File: src/rtl/dnn_pkg.sv
`default_nettype none
// ============================================================================
// Module      : dnn_pkg
// Description : Shared types and helpers for the DNN datapath blocks:
//               accumulator state encoding and signed saturation.
// Revision    : 1.0 - initial release
// ============================================================================
package dnn_pkg;

    // Dot-product accumulator control states, explicitly 2 bits wide
    typedef enum logic [1:0] {
        ACCUM = 2'd0,
        DRAIN = 2'd1,
        OUT   = 2'd2
    } state_t;

    // Clamp a wide signed value into the signed range of a w-bit word.
    // The caller truncates the result to w bits.
    function automatic logic signed [63:0] saturate(
        input logic signed [63:0] value,
        input int                 w
    );
        logic signed [63:0] hi;
        logic signed [63:0] lo;
        hi = (64'sd1 <<< (w - 1)) - 64'sd1;
        lo = -(64'sd1 <<< (w - 1));
        if (value > hi) begin
            return hi;
        end else if (value < lo) begin
            return lo;
        end
        return value;
    endfunction

endpackage
`default_nettype wire

File: src/rtl/adder_tree.sv
`default_nettype none
// ============================================================================
// Module      : adder_tree
// Description : Registered reduction of z signed lanes. Lanes are captured on
//               acceptance, then their full-precision sum is registered one
//               cycle later together with the valid and last tags.
// Revision    : 1.0 - initial release
// ============================================================================
module adder_tree #(
    parameter int z     = 4,
    parameter int width = 12
) (
    input  logic                                clk,
    input  logic                                reset,
    input  logic                                in_valid,
    input  logic                                in_last,
    input  logic signed [width-1:0]             p [z-1:0],
    output logic                                out_valid,
    output logic                                out_last,
    output logic signed [width+$clog2(z)-1:0]   out_sum
);

    localparam int c_sum_w = width + $clog2(z);

    logic signed [width-1:0]   p_q [z-1:0];
    logic signed [width-1:0]   p_d [z-1:0];
    logic                      v0_q, v0_d;
    logic                      l0_q, l0_d;
    logic                      v1_q, v1_d;
    logic                      l1_q, l1_d;
    logic signed [c_sum_w-1:0] sum_q, sum_d;
    logic signed [c_sum_w-1:0] w_tree;

    // Next-state: capture lanes only on acceptance, reduce captured lanes
    always_comb begin
        p_d    = p_q;
        if (in_valid) begin
            p_d = p;
        end
        v0_d   = in_valid;
        l0_d   = in_valid & in_last;

        w_tree = '0;
        for (int i = 0; i < z; i++) begin
            w_tree = w_tree + c_sum_w'(p_q[i]);
        end

        v1_d  = v0_q;
        l1_d  = v0_q & l0_q;
        sum_d = v0_q ? w_tree : sum_q;
    end

    // Pipeline registers, cleared asynchronously
    always_ff @(posedge clk or posedge reset) begin
        if (reset) begin
            p_q   <= '{default: '0};
            v0_q  <= 1'b0;
            l0_q  <= 1'b0;
            v1_q  <= 1'b0;
            l1_q  <= 1'b0;
            sum_q <= '0;
        end else begin
            p_q   <= p_d;
            v0_q  <= v0_d;
            l0_q  <= l0_d;
            v1_q  <= v1_d;
            l1_q  <= l1_d;
            sum_q <= sum_d;
        end
    end

    assign out_valid = v1_q;
    assign out_last  = l1_q;
    assign out_sum   = sum_q;

endmodule
`default_nettype wire

File: src/rtl/dot_accumulator.sv
`default_nettype none
// ============================================================================
// Module      : dot_accumulator
// Description : Accumulates beats of z signed products into one saturated
//               dot product over 'beats' accepted beats, with a valid/ready
//               result handshake.
// Revision    : 1.0 - initial release
// ============================================================================
module dot_accumulator
    import dnn_pkg::*;
#(
    parameter int z        = 4,
    parameter int width    = 12,
    parameter int int_bits = 3,
    parameter int beats    = 2
) (
    input  logic                    clk,
    input  logic                    reset,
    input  logic                    in_valid,
    output logic                    in_ready,
    input  logic signed [width-1:0] p [z-1:0],
    output logic                    out_valid,
    input  logic                    out_ready,
    output logic signed [width-1:0] out_sum
);

    localparam int c_sum_w = width + $clog2(z);
    localparam int c_acc_w = width + $clog2(z * beats);
    localparam int c_cnt_w = (beats > 1) ? $clog2(beats) : 1;

    // The fixed-point split only constrains the format; arithmetic is integer
    if (int_bits < 0 || int_bits > width - 1) begin : g_bad_int_bits
        $error("dot_accumulator: int_bits must lie in 0..width-1");
    end

    state_t                    state_q, state_d;
    logic [c_cnt_w-1:0]        cnt_q, cnt_d;
    logic signed [c_acc_w-1:0] acc_q, acc_d;
    logic signed [width-1:0]   out_sum_q, out_sum_d;

    logic                      w_accept;
    logic                      w_beat_last;
    logic                      s1_valid;
    logic                      s1_last;
    logic signed [c_sum_w-1:0] s1_sum;
    logic signed [c_acc_w-1:0] w_fold;

    assign in_ready    = (state_q == ACCUM);
    assign out_valid   = (state_q == OUT);
    assign out_sum     = out_sum_q;
    assign w_accept    = in_valid & in_ready;
    assign w_beat_last = (cnt_q == c_cnt_w'(beats - 1));

    adder_tree #(
        .z     (z),
        .width (width)
    ) u_adder_tree (
        .clk       (clk),
        .reset     (reset),
        .in_valid  (w_accept),
        .in_last   (w_beat_last),
        .p         (p),
        .out_valid (s1_valid),
        .out_last  (s1_last),
        .out_sum   (s1_sum)
    );

    // Next-state: beat counting, folding stage-1 sums and the result handshake
    always_comb begin
        state_d   = state_q;
        cnt_d     = cnt_q;
        acc_d     = acc_q;
        out_sum_d = out_sum_q;
        w_fold    = acc_q + c_acc_w'(s1_sum);

        if (w_accept) begin
            cnt_d = w_beat_last ? '0 : cnt_q + 1'b1;
        end

        // Non-last entries grow the accumulator; the last one closes the product
        if (s1_valid) begin
            if (s1_last) begin
                out_sum_d = width'(saturate(64'(w_fold), width));
                acc_d     = '0;
            end else begin
                acc_d     = w_fold;
            end
        end

        case (state_q)
            ACCUM: if (w_accept && w_beat_last) state_d = DRAIN;
            DRAIN: if (s1_valid && s1_last)     state_d = OUT;
            OUT:   if (out_ready)               state_d = ACCUM;
            default:                            state_d = ACCUM;
        endcase
    end

    // Control and accumulator registers, cleared asynchronously
    always_ff @(posedge clk or posedge reset) begin
        if (reset) begin
            state_q   <= ACCUM;
            cnt_q     <= '0;
            acc_q     <= '0;
            out_sum_q <= '0;
        end else begin
            state_q   <= state_d;
            cnt_q     <= cnt_d;
            acc_q     <= acc_d;
            out_sum_q <= out_sum_d;
        end
    end

endmodule
`default_nettype wire

File: config.mk
export PLATFORM = sky130hd
export DESIGN_NAME = dot_accumulator
export DESIGN_NICKNAME = d
export VERILOG_FILES = /design/src/rtl/dnn_pkg.sv /design/src/rtl/adder_tree.sv /design/src/rtl/dot_accumulator.sv
export SDC_FILE = /design/constraint.sdc
export NUM_CORES = 1
export LEC_CHECK = 0
export BUFFER_PORTS_ARGS = -buffer_cell sky130_fd_sc_hd__buf_4
export CAP_MARGIN = 25
export CELL_PAD_IN_SITES_DETAIL_PLACEMENT = 0
export CELL_PAD_IN_SITES_GLOBAL_PLACEMENT = 1
export CORE_MARGIN = 1.5
export CORE_UTILIZATION = 47
export DETAILED_ROUTE_END_ITERATION = 8
export MAX_ROUTING_LAYER = met4
export PLACE_DENSITY_LB_ADDON = 0.1
export SYNTH_ARGS = -nofsm -noshare
export SYNTH_HDL_FRONTEND = slang
export SYNTH_SLANG_ARGS = --single-unit
export TNS_END_PERCENT = 20
File: constraint.sdc
create_clock -name clk -period 5.2 [get_ports clk]
set_clock_uncertainty 0.1 [all_clocks]
set_input_delay 0.52 -clock clk [delete_from_list [all_inputs] [get_ports clk]]
set_output_delay 0.52 -clock clk [all_outputs]
set_load 0.05 [all_outputs]
==> reports/results.tsv <==
metric	value	unit
Final Wtd Congestion	0.8308	
Yosys top cell by area	dfrtp_1	
sum of net half-perimeters after detailed placement	6970	µm
remaining routing DRC violations	0	
list of cells traversed by the critical path	inv_1, fa_1, fa_1, inv_1, ha_1, fa_1, a21o_1, a21o_1, a21o_1, a31o_1, a41oi_1, nor2b_1, xnor2_1, mux2_2	
share of the synthesized area in the top cell type	0.4461	
critical path class	reg -> reg	
number of standard-cell rows in the floorplan	38	
Setup Viol. Count Final	0	
largest net degree at the start of global routing	59	
top cells by area in the synthesized netlist	dfrtp_1 (45%), fa_1 (9.7%), mux2_2 (8.4%)	
critical path startpoint category	flop	
maximum root-to-sink buffer count	2	
fraction of the cycle the final worst path needs	0.7358	
CTS tree	yes	
number of clock sinks	96	
post-synthesis sequential area ratio	0.4461	
Post-CTS Setup Inserts	0	
cell count after synthesis	481	
measured slew at the worst slew-check pin	0.7308	ns
GRT Overall Usage	0.1819	
share of synthesized flip-flops with an asynchronous set or reset	1.000	
Relative slew margins	0.5128	
Distinct cells, synth	48	
final total negative setup slack	0	ns
clock-pin slew on the worst setup and hold paths	0.06	ns
total I/O pin count	66	
number of nets still failing antenna checks after routing	0	
number of antenna violations at the first check in global routing	0	
post-synthesis sequential element count	96	
vias after detailed routing	3426	
worst path arrival time	3.96	ns
total of buffers placed on input and output ports	65	
CTS Hold Bufs	0	
drt via density	4.987	
number of buffers created by CTS	9	
largest incremental delay on the critical path	0.51	ns
post-CTS resize count	0	
largest fanout of any net on the critical path	2	
CP max stage cell	fa_1	
final max-slew violation count	0	
minimum period implied by the final worst setup slack	3.826	ns
worst min path class	in -> async	
data required time of the critical path	5.34	ns
most repeated cell in the gate-level netlist after synthesis	dfrtp_1	
DIE HEIGHT	110.0	µm
type of destination of the critical path	flop	
clock root cell	clkbuf_16	
final routed wirelength across all metal layers	9164	µm
synth cell count leaders	dfrtp_1 (96), inv_1 (52), nand2_1 (42), mux2_2 (40), o21ai_0 (30)	
DRC violation total after the first TritonRoute iteration	59	
outcome	finished clean	
count of maximum capacitance violations	0	
RSZ-0062 raised after global routing	no	
Starting Density	0.4903	
die footprint	12110	µm²
proportion of layout cells with a drive suffix above 1	0.2687	
wire length per cell after detailed routing	13.34	µm
average size of a mapped cell	11.20	µm²
area added between synthesis and finish	16.43	%
count of flip-flops with a built-in enable after synthesis	0	
clock insertion delay at the later pin of the skew report	0.35	ns
total overflow reported by the global router	0	
number of warnings issued by yosys	0	
core footprint	10980	µm²
vias in the first global route	3487	
fill count	961	
number of endpoints with negative hold slack in the final report	0	
number of nets in the finished design	649	
net count after synthesis	586	
detailed-router iteration count before antenna repair	4	
area of the mapped netlist	5385	µm²
first-pass GRT wire length	16400	µm
Top FF cell, synth	dfrtp_1	
count of H-tree levels built during CTS	3	
achievable clock frequency	0.2614	GHz
Die Wd	110.0	µm
number of antenna repair diodes	0	
## placed cells by master, fill, tap and decap left out, types with 8 or more instances in the layout
cell type  count
a21oi_2       12
mux2_2        40
ha_1          27
buf_4         67
a21oi_1       14
xnor2_1       11
xor2_1        13
inv_1         51
fa_1          26
clkbuf_16      9
o21ai_0       30
a21o_1        12
nand2b_1       8
o22ai_1       11
dfrtp_1       96
nor2_1        22
nand2_1       42
## metal layers
| metal | up-vias | wire, µm | GRT usage |
|---|---|---|---|
| met5 | - | 0 | - |
| met4 | 0 | 216 | 0.08720 |
| met3 | 12 | 282 | 0.03116 |
| met2 | 51 | 4013 | 0.2657 |
| met1 | 1626 | 4652 | 0.2473 |
| li1 | 1737 | - | - |
## area by class of cell
cell class              count  area (µm²)  area share
clock buffers              13       250.2     0.03991
clock inverters             1       5.005   0.0007982
inverters                  52       196.4     0.03133
multi-input cells         317        2718      0.4334
flip-flops and latches     96        2402      0.3832
well taps                 140       175.2     0.02794
repair buffers             68       523.0     0.08342
## critical path, delay by kind of cell, from the launching register on
kind,cells,cell delay (ns)
mux,1,0.25
fa+ha+maj,4,1.61
simple gates,1,0.19
xor+xnor,1,0.07
buf+inv,2,0.10
flops,1,0.33
compound gates,5,1.06
## state kept, by name, indices dropped and copies added (netlist names)
register and count:
acc_q 15, cnt_q 1, out_sum 12, state_q 2, u_adder_tree.l0_q 1, u_adder_tree.out_last 1
u_adder_tree.out_sum 14, u_adder_tree.out_valid 1, u_adder_tree.p_q 48, u_adder_tree.v0_q 1
## cells by family (layout without fill, tap and decap cells)
group,count (synthesis),after routing,share of synthesized area
flip-flops,96,96,0.4461
AO/OA/AOI/OAI,101,101,0.1322
buffers and inverters,68,134,0.04949
adder cells (fa/ha/maj),53,53,0.1594
multiplexers,40,40,0.08364
XOR/XNOR,26,26,0.04507
AND/OR/NAND/NOR,97,97,0.08411
## metrics by stage
stage	utilization	setup WS [ns]	hold WS [ns]	cells	instance area, µm²
2_1_floorplan	-	1.521	0.2519	481	5385
3_3_place_gp	0.5458	1.396	0.3437	672	5995
3_5_place_dp	0.5458	1.351	0.3553	672	5995
4_1_cts	0.5690	1.347	0.2617	686	6250
5_1_grt	0.5709	1.152	0.1082	687	6270
6_report	0.5709	1.374	0.06478	687	6270
## final timing paths
path | start | cells past startpoint | endpoint | slack [ns]
max reg2reg | u_adder_tree.p_q[1] | 14 | u_adder_tree.out_sum[11] | 1.37
max | u_adder_tree.p_q[1] | 14 | u_adder_tree.out_sum[11] | 1.37
min | reset | 2 | out_sum[1] | 0.06
min reg2reg | u_adder_tree.l0_q | 1 | u_adder_tree.out_last | 0.36
min in group clk | p[29] | 3 | u_adder_tree.p_q[29] | 0.27
max in group asynchronous | reset | 3 | u_adder_tree.p_q[45] | 4.09
Power is left out: the tool's default activity adds up to more than one toggle a clock period on the data nets, which glitch-free logic cannot reach.
